`config.mk`:
```
export PLATFORM = sky130hd
export DESIGN_NAME = csa_reduce_pipe
export DESIGN_NICKNAME = d
export VERILOG_FILES = /design/src/rtl/csa_reduce_pipe.sv
export SDC_FILE = /design/constraint.sdc
export NUM_CORES = 1
export LEC_CHECK = 0
export BUFFER_PORTS_ARGS = -buffer_cell sky130_fd_sc_hd__buf_4
export CAP_MARGIN = 30
export CORE_AREA = 2 2 255 257
export DETAILED_ROUTE_END_ITERATION = 6
export DIE_AREA = 0 0 257 259
export GPL_ROUTABILITY_DRIVEN = 0
export SKIP_LAST_GASP = 1
export SLEW_MARGIN = 20
export SYNTH_ARGS = -nofsm -noshare
export SYNTH_HDL_FRONTEND = slang
export SYNTH_SLANG_ARGS = --single-unit
```
`constraint.sdc`:
```
create_clock -name clk -period 5.1 [get_ports clk]
set_input_delay 1.02 -clock clk [delete_from_list [all_inputs] [get_ports clk]]
set_output_delay 1.02 -clock clk [all_outputs]
set_load 0.01 [all_outputs]
```
`src/rtl/csa_reduce_pipe.sv`:
```
// Pipelined 3:2 carry-save reduction tree: NUM_OPS unsigned operands down to a sum/carry pair.
// Registers sit after every STAGE_LVLS layers and beats move under a valid/ready handshake.
module csa_reduce_pipe #(
    parameter int WIDTH      = 64,
    parameter int NUM_OPS    = 8,
    parameter int STAGE_LVLS = 2,
    parameter int TAG_W      = 4
) (
    input  logic                     clk,
    input  logic                     rst_n,
    input  logic                     i_flush,
    input  logic                     i_in_valid,
    output logic                     o_in_ready,
    input  logic [NUM_OPS*WIDTH-1:0] i_in_ops,
    input  logic [TAG_W-1:0]         i_in_tag,
    output logic                     o_out_valid,
    input  logic                     i_out_ready,
    output logic [WIDTH-1:0]         o_out_sum,
    output logic [WIDTH-1:0]         o_out_carry,
    output logic [TAG_W-1:0]         o_out_tag
);

    function automatic int ops_at(input int lvl);
        int n;
        n = NUM_OPS;
        for (int i = 0; i < lvl; i++) n = 2 * (n / 3) + n % 3;
        return n;
    endfunction

    function automatic int calc_levels();
        int n;
        int l;
        n = NUM_OPS;
        l = 0;
        while (n > 2) begin
            n = 2 * (n / 3) + n % 3;
            l++;
        end
        return l;
    endfunction

    localparam int LEVELS  = calc_levels();
    localparam int NUM_STG = (LEVELS + STAGE_LVLS - 1) / STAGE_LVLS;

    logic [NUM_STG-1:0] r_v;
    logic [NUM_STG-1:0] w_adv;
    logic [NUM_STG-1:0] w_load;
    logic [NUM_STG-1:0] w_cap;
    logic [TAG_W-1:0]   r_tag [NUM_STG];

    // Walk from the output backwards: a stage may load when the stage after it can.
    always_comb begin
        logic rdy;
        w_adv  = '0;
        w_load = '0;
        w_cap  = '0;
        rdy    = i_out_ready;
        for (int k = NUM_STG - 1; k >= 0; k--) begin
            w_adv[k]  = r_v[k] & rdy;
            w_load[k] = ~r_v[k] | w_adv[k];
            rdy       = w_load[k];
        end
        w_cap[0] = i_in_valid & w_load[0];
        for (int k = 1; k < NUM_STG; k++) w_cap[k] = w_adv[k-1];
    end

    assign o_in_ready  = w_load[0];
    assign o_out_valid = r_v[NUM_STG-1];
    assign o_out_tag   = r_tag[NUM_STG-1];

    always_ff @(posedge clk or negedge rst_n) begin
        if (!rst_n) begin
            r_v <= '0;
        end else if (i_flush) begin
            r_v <= '0;
        end else begin
            for (int k = 0; k < NUM_STG; k++)
                if (w_load[k]) r_v[k] <= w_cap[k];
        end
    end

    always_ff @(posedge clk or negedge rst_n) begin
        if (!rst_n) begin
            for (int k = 0; k < NUM_STG; k++) r_tag[k] <= '0;
        end else begin
            if (w_cap[0]) r_tag[0] <= i_in_tag;
            for (int k = 1; k < NUM_STG; k++)
                if (w_cap[k]) r_tag[k] <= r_tag[k-1];
        end
    end

    for (genvar l = 1; l <= LEVELS; l++) begin : g_lay
        localparam int N_IN   = ops_at(l - 1);
        localparam int N_OUT  = ops_at(l);
        localparam int G      = N_IN / 3;
        localparam int R      = N_IN % 3;
        localparam int STG    = (l - 1) / STAGE_LVLS;
        localparam bit IS_END = ((l % STAGE_LVLS) == 0) || (l == LEVELS);

        logic [N_IN*WIDTH-1:0]  w_src;
        logic [N_OUT*WIDTH-1:0] w_comb;
        logic [N_OUT*WIDTH-1:0] w_out;

        if (l == 1) begin : g_src_in
            assign w_src = i_in_ops;
        end else begin : g_src_lay
            assign w_src = g_lay[l-1].w_out;
        end

        // Group g yields sum at slot 2g and carry at slot 2g+1; carry-out of the MSB is dropped.
        for (genvar g = 0; g < G; g++) begin : g_fa
            logic [WIDTH-1:0] w_a, w_b, w_c;
            assign w_a = w_src[(3*g)*WIDTH +: WIDTH];
            assign w_b = w_src[(3*g+1)*WIDTH +: WIDTH];
            assign w_c = w_src[(3*g+2)*WIDTH +: WIDTH];
            assign w_comb[(2*g)*WIDTH +: WIDTH]   = w_a ^ w_b ^ w_c;
            assign w_comb[(2*g+1)*WIDTH +: WIDTH] = ((w_a & w_b) | (w_a & w_c) | (w_b & w_c)) << 1;
        end

        if (R > 0) begin : g_pass
            assign w_comb[N_OUT*WIDTH-1 : 2*G*WIDTH] = w_src[N_IN*WIDTH-1 : 3*G*WIDTH];
        end

        if (IS_END) begin : g_reg
            logic [N_OUT*WIDTH-1:0] r_q;
            always_ff @(posedge clk or negedge rst_n) begin
                if (!rst_n)          r_q <= '0;
                else if (w_cap[STG]) r_q <= w_comb;
            end
            assign w_out = r_q;
        end else begin : g_comb
            assign w_out = w_comb;
        end
    end

    assign o_out_sum   = g_lay[LEVELS].w_out[WIDTH-1:0];
    assign o_out_carry = g_lay[LEVELS].w_out[2*WIDTH-1:WIDTH];

endmodule

```
## Yosys cells after proc, flatten, opt, wreduce, memory -nomap -nowiden

Cells that the tools add are included.
Widths: inputs -> output; s select.

- Flip-flop bits (word level): 391
- Input bits: 521
- Output and inout bits: 134
- Logic and storage cells: 60

- Bitwise logic cells: 49
- Reductions and logical operators: 2
- Muxes and demuxes: 3

Operators with widths:

| cell | count |
|---|---|
| $and 63x63->63 | 18 |
| $xor 64x64->64 | 12 |
| $or 63x63->63 | 12 |
| $reduce_bool 2->1 | 2 |
| $and 1x1->1 | 3 |
| $mux 1 | 2 |
| $mux 2 | 1 |
| $not 1->1 | 2 |
| $or 1x1->1 | 2 |

## Depth between registers and ports, before layout

- Depth after elaboration: 7
- Mapped depth: 5
- Depth with buffers taken out: 5

## Worst setup path after synthesis

OpenSTA, ideal clock, no wires.

- Kind: input -> register
- Start point: input port i_in_ops[32]
- End point: register g_lay[2].g_reg.r_q[32]
- Arrival: 2300 ps
- Required time: 4973 ps
- Path slack: 2672 ps
- Setup time: 127 ps
- Stages on the path: 5
- Path buffers: 0
- Path through: inv_1 fa_1 inv_1 fa_1 mux2_1

- Word-level cells in the longest chain between the ends: 4

RTL lines:

| what | RTL line | source |
|---|---|---|
| from (decl) | 14 | `input logic [NUM_OPS*WIDTH-1:0] i_in_ops,` |
| $xor 64x64->64 (4 in series) | 116 | `assign w_comb[(2*g)*WIDTH +: WIDTH] = w_a ^ w_b ^ w_c;` |
| named net g_lay[2].w_comb[32] | 101 | `logic [N_OUT*WIDTH-1:0] w_comb;` |
| to (signal assigned) | 128 | `else if (w_cap[STG]) r_q <= w_comb;` |
| to (decl) | 125 | `logic [N_OUT*WIDTH-1:0] r_q;` |

The timed path passes the listed nets, and every way through them passes these cells.
A chain may end at the register's enable or synchronous reset.

## Worst setup path in the final report

- Start point: input port i_out_ready
- End point: output port o_in_ready

- Word-level cells in the longest chain between the ends: 4

RTL lines:

| what | RTL line | source |
|---|---|---|
| from (decl) | 17 | `input logic i_out_ready,` |
| $and 1x1->1 | 59 | `w_adv[k] = r_v[k] & rdy;` |
| $or 1x1->1 | 60 | `w_load[k] = ~r_v[k] \| w_adv[k];` |
| $and 1x1->1 | 59 |  |
| $or 1x1->1 | 60 |  |
| to (decl) | 13 | `output logic o_in_ready,` |

Every way passes these cells.

==> flow_metrics.py <==
metrics = {
    "synth": {
        "synth.top_cell.area_share_pct": 40.0,
        "yosys.cell_count.top_type": "inv_1",
        "ys_seq_elements": 390,
        "syn_area_mm2": 0.0244,
        "avgSynthCellArea_um2": 13.2,
        "yosys.area.top_type": "dfrtp_1",
        "synthFlopType": "dfrtp_1",
        "synth_cells": 1848,
        "synth_edf_count": 0,
        "ys_seq_area_share_pct": 40.0,
        "ys_warn_count": 0,
        "synth_cell_types": 19,
        "synthTopCellsByArea": "dfrtp_1 (40%), fa_1 (31%), inv_1 (9.7%), mux2_1 (8.0%), mux2i_1 (5.2%)",
        "synth_common_cells": "inv_1 (629), dfrtp_1 (390), fa_1 (374)",
        "async_flop_share_pct": 100,
    },
    "clock_network": {
        "cts_buffers": 44,
        "ctsHoldBuffers": 0,
        "cts_tree": "done",
        "cts_htree_levels": 2,
        "clockRootBuffer": "clkbuf_16",
        "path_clk_slew_ns": 0.06,
        "clk_path_buf_depth": 3,
        "worstSkewPairLatency_ns": 0.55,
        "cts_resized": 0,
        "cts_setup_buffers": 0,
        "cts.sinks": 390,
    },
    "timing": {
        "min_period_over_period_pct": 49.7,
        "setup_violations": 0,
        "slew_viol_final": 0,
        "hold_viol_final": 0,
        "skew_ns": 0.0121,
        "holdWs_ns": 0.486,
        "tightest_slew_ns": 0.963,
        "min_period_ns": 2.53,
        "maxSlewHeadroom_pct": 35.8,
        "rsz0062_at_grt": "false",
        "clock.fmax_ghz": 0.395,
        "tns_ns": 0,
    },
    "setup_path": {
        "arrival_ns": 1.51,
        "path_class": "primary input to output pin",
        "end_kind": "output pin",
        "cp_max_fo": 3,
        "startpoint_type": "primary input",
        "required_ns": 4.08,
    },
    "power": {
        "combinationalPowerShare_pct": 39.1,
        "p_per_area_mw_per_mm2": 416,
        "clkPwrFrac_pct": 23.5,
        "irDropWorstVdd_mv": 0.210,
        "sw_frac_of_total_pct": 33.8,
        "p_int_w": 0.00869,
        "power.static_leakage_nw": 16.5,
        "p_seq_share_pct": 37.4,
        "netSwitchingPower_w": 0.00444,
    },
    "placed_design": {
        "dpl_cell_area_mm2": 0.0302,
        "io_buffers": 652,
        "dp_hpwl_um": 48400,
    },
    "grt": {
        "grt_pass1_wl_um": 93300,
        "antenna_found_initial": 1,
        "grt.total_usage_pct": 18.2,
        "grt_max_degree": 131,
        "grt_pass1_vias": 16844,
        "gr-total-overflow": 0,
    },
    "finish": {
        "drive_gt1_share_pct": 32.2,
        "fill_cells": 5698,
        "layout.nets": 3409,
        "design_area_mm2": 0.0316,
        "synthToLayoutAreaGrowth_pct": 29.3,
    },
    "drt": {
        "first_pass_iters": 4,
        "remaining_drc_errors": 0,
        "routed_wl_um": 59300,
        "vias_per_cell": 4.32,
        "via_count": 14656,
        "wl_met3_um": 2770,
        "wl_met1_um": 23900,
        "routed.top_layer": "met4",
        "met2_length_um": 31100,
        "first_iter_violations": 515,
        "drtAntennaViolNets": 0,
        "wire_per_inst_um": 17.5,
    },
    "floorplan": {
        "placementRows": 93,
        "die_height_um": 259,
        "io_pins": 655,
        "core-area_mm2": 0.0639,
        "die_w_um": 257,
        "initial_utilization_pct": 38.2,
        "die_area_mm2": 0.0666,
    },
    "hold_path": {
        "hold_class": "flop to flop",
    },
    "flow_run": {
        "drv_cap": 0,
    },
    "run_status": {
        "status": "completed",
    },
}
-- cell type report --
type | count | area (um^2) | area share, %
antenna | 1 | 2.50 | 0.00793
clock buffer | 60 | 1240 | 3.94
clock inverter | 12 | 131 | 0.416
inverter | 629 | 2360 | 7.48
multi-input combinational | 782 | 11900 | 37.8
sequential | 390 | 9760 | 30.9
tap | 855 | 1070 | 3.39
timing repair buffer | 664 | 5070 | 16.1
-- metrics by stage --
step,worst slack (ns),utilization [%],cells,total power (W)
floorplan,2.67,-,1849,0.00754
global placement,2.10,47.3,3320,0.0101
detailed placement,2.06,47.3,3320,0.0103
CTS,2.56,49.4,3392,0.0134
global route,2.55,49.4,3393,0.0142
finish,2.57,49.4,3393,0.0131
-- layer usage --
layer | vias to the layer above | track usage, %
li1 | 6681 | -
met1 | 7543 | 23.0
met2 | 344 | 31.8
met3 | 88 | 3.34
met4 | 0 | 5.36
met5 | - | 0
-- layout by cell type (no fill, tap or decap), drive strengths merged --
master / instances
clkinvlp: 4
nand2: 1
xor2: 2
ha: 3
diode: 1
inv: 631
clkbuf: 60
conb: 2
o21ai: 1
a21oi: 2
bufinv: 2
nand3b: 1
buf: 664
mux2i: 126
xnor2: 4
mux2: 262
fa: 374
dfrtp: 390
clkinv: 4
xnor3: 3
nor2: 1
-- flip-flops by register name (all words and copies together), names as in the netlist --
signal / cells
r_tag: 4
g_lay.g_reg.r_q: 380
o_out_tag: 4
r_v: 2
-- cells by family (layout without fill, tap and decap cells) --
family	after synthesis	count (layout)	share of synthesized area (%)
compound gates	3	3	0.0769
mux	388	388	17.3
flops	390	390	40.0
xor+xnor	9	9	0.492
other cells	1	3	0.0154
buf+inv	677	1365	11.2
fa+ha+maj	377	377	30.8
simple gates	3	3	0.123
-- power groups by stage --
stage	sequential (W)	clock (W)	combinational, W
after detailed placement	0.00498	0	0.00528
final	0.00491	0.00308	0.00513
after global routing	0.00508	0.00331	0.00580
after CTS	0.00494	0.00318	0.00532
after global placement	0.00493	0	0.00515
after floorplan	0.00505	0	0.00249
-- path summary, 6_finish.rpt --
check                      cells past startpoint   startpoint                endpoint  slack, ns
hold / removal                                 1     r_tag[4]            o_out_tag[0]       0.49
hold reg to reg                                1     r_tag[4]            o_out_tag[0]       0.49
setup / recovery                               3  i_out_ready              o_in_ready       2.57
setup reg to reg                               4       r_v[0]                r_tag[6]       2.83
min in group asynchronous                      1        rst_n  g_lay[4].g_reg.r_q[52]       0.53
max in group asynchronous                      2        rst_n  g_lay[4].g_reg.r_q[66]       3.43
-- critical path, stage by stage --
cell,delay [ns]
buf_4,0.13
nand3b_4,0.19
buf_4,0.17
Power figures use the tool's default switching activity.
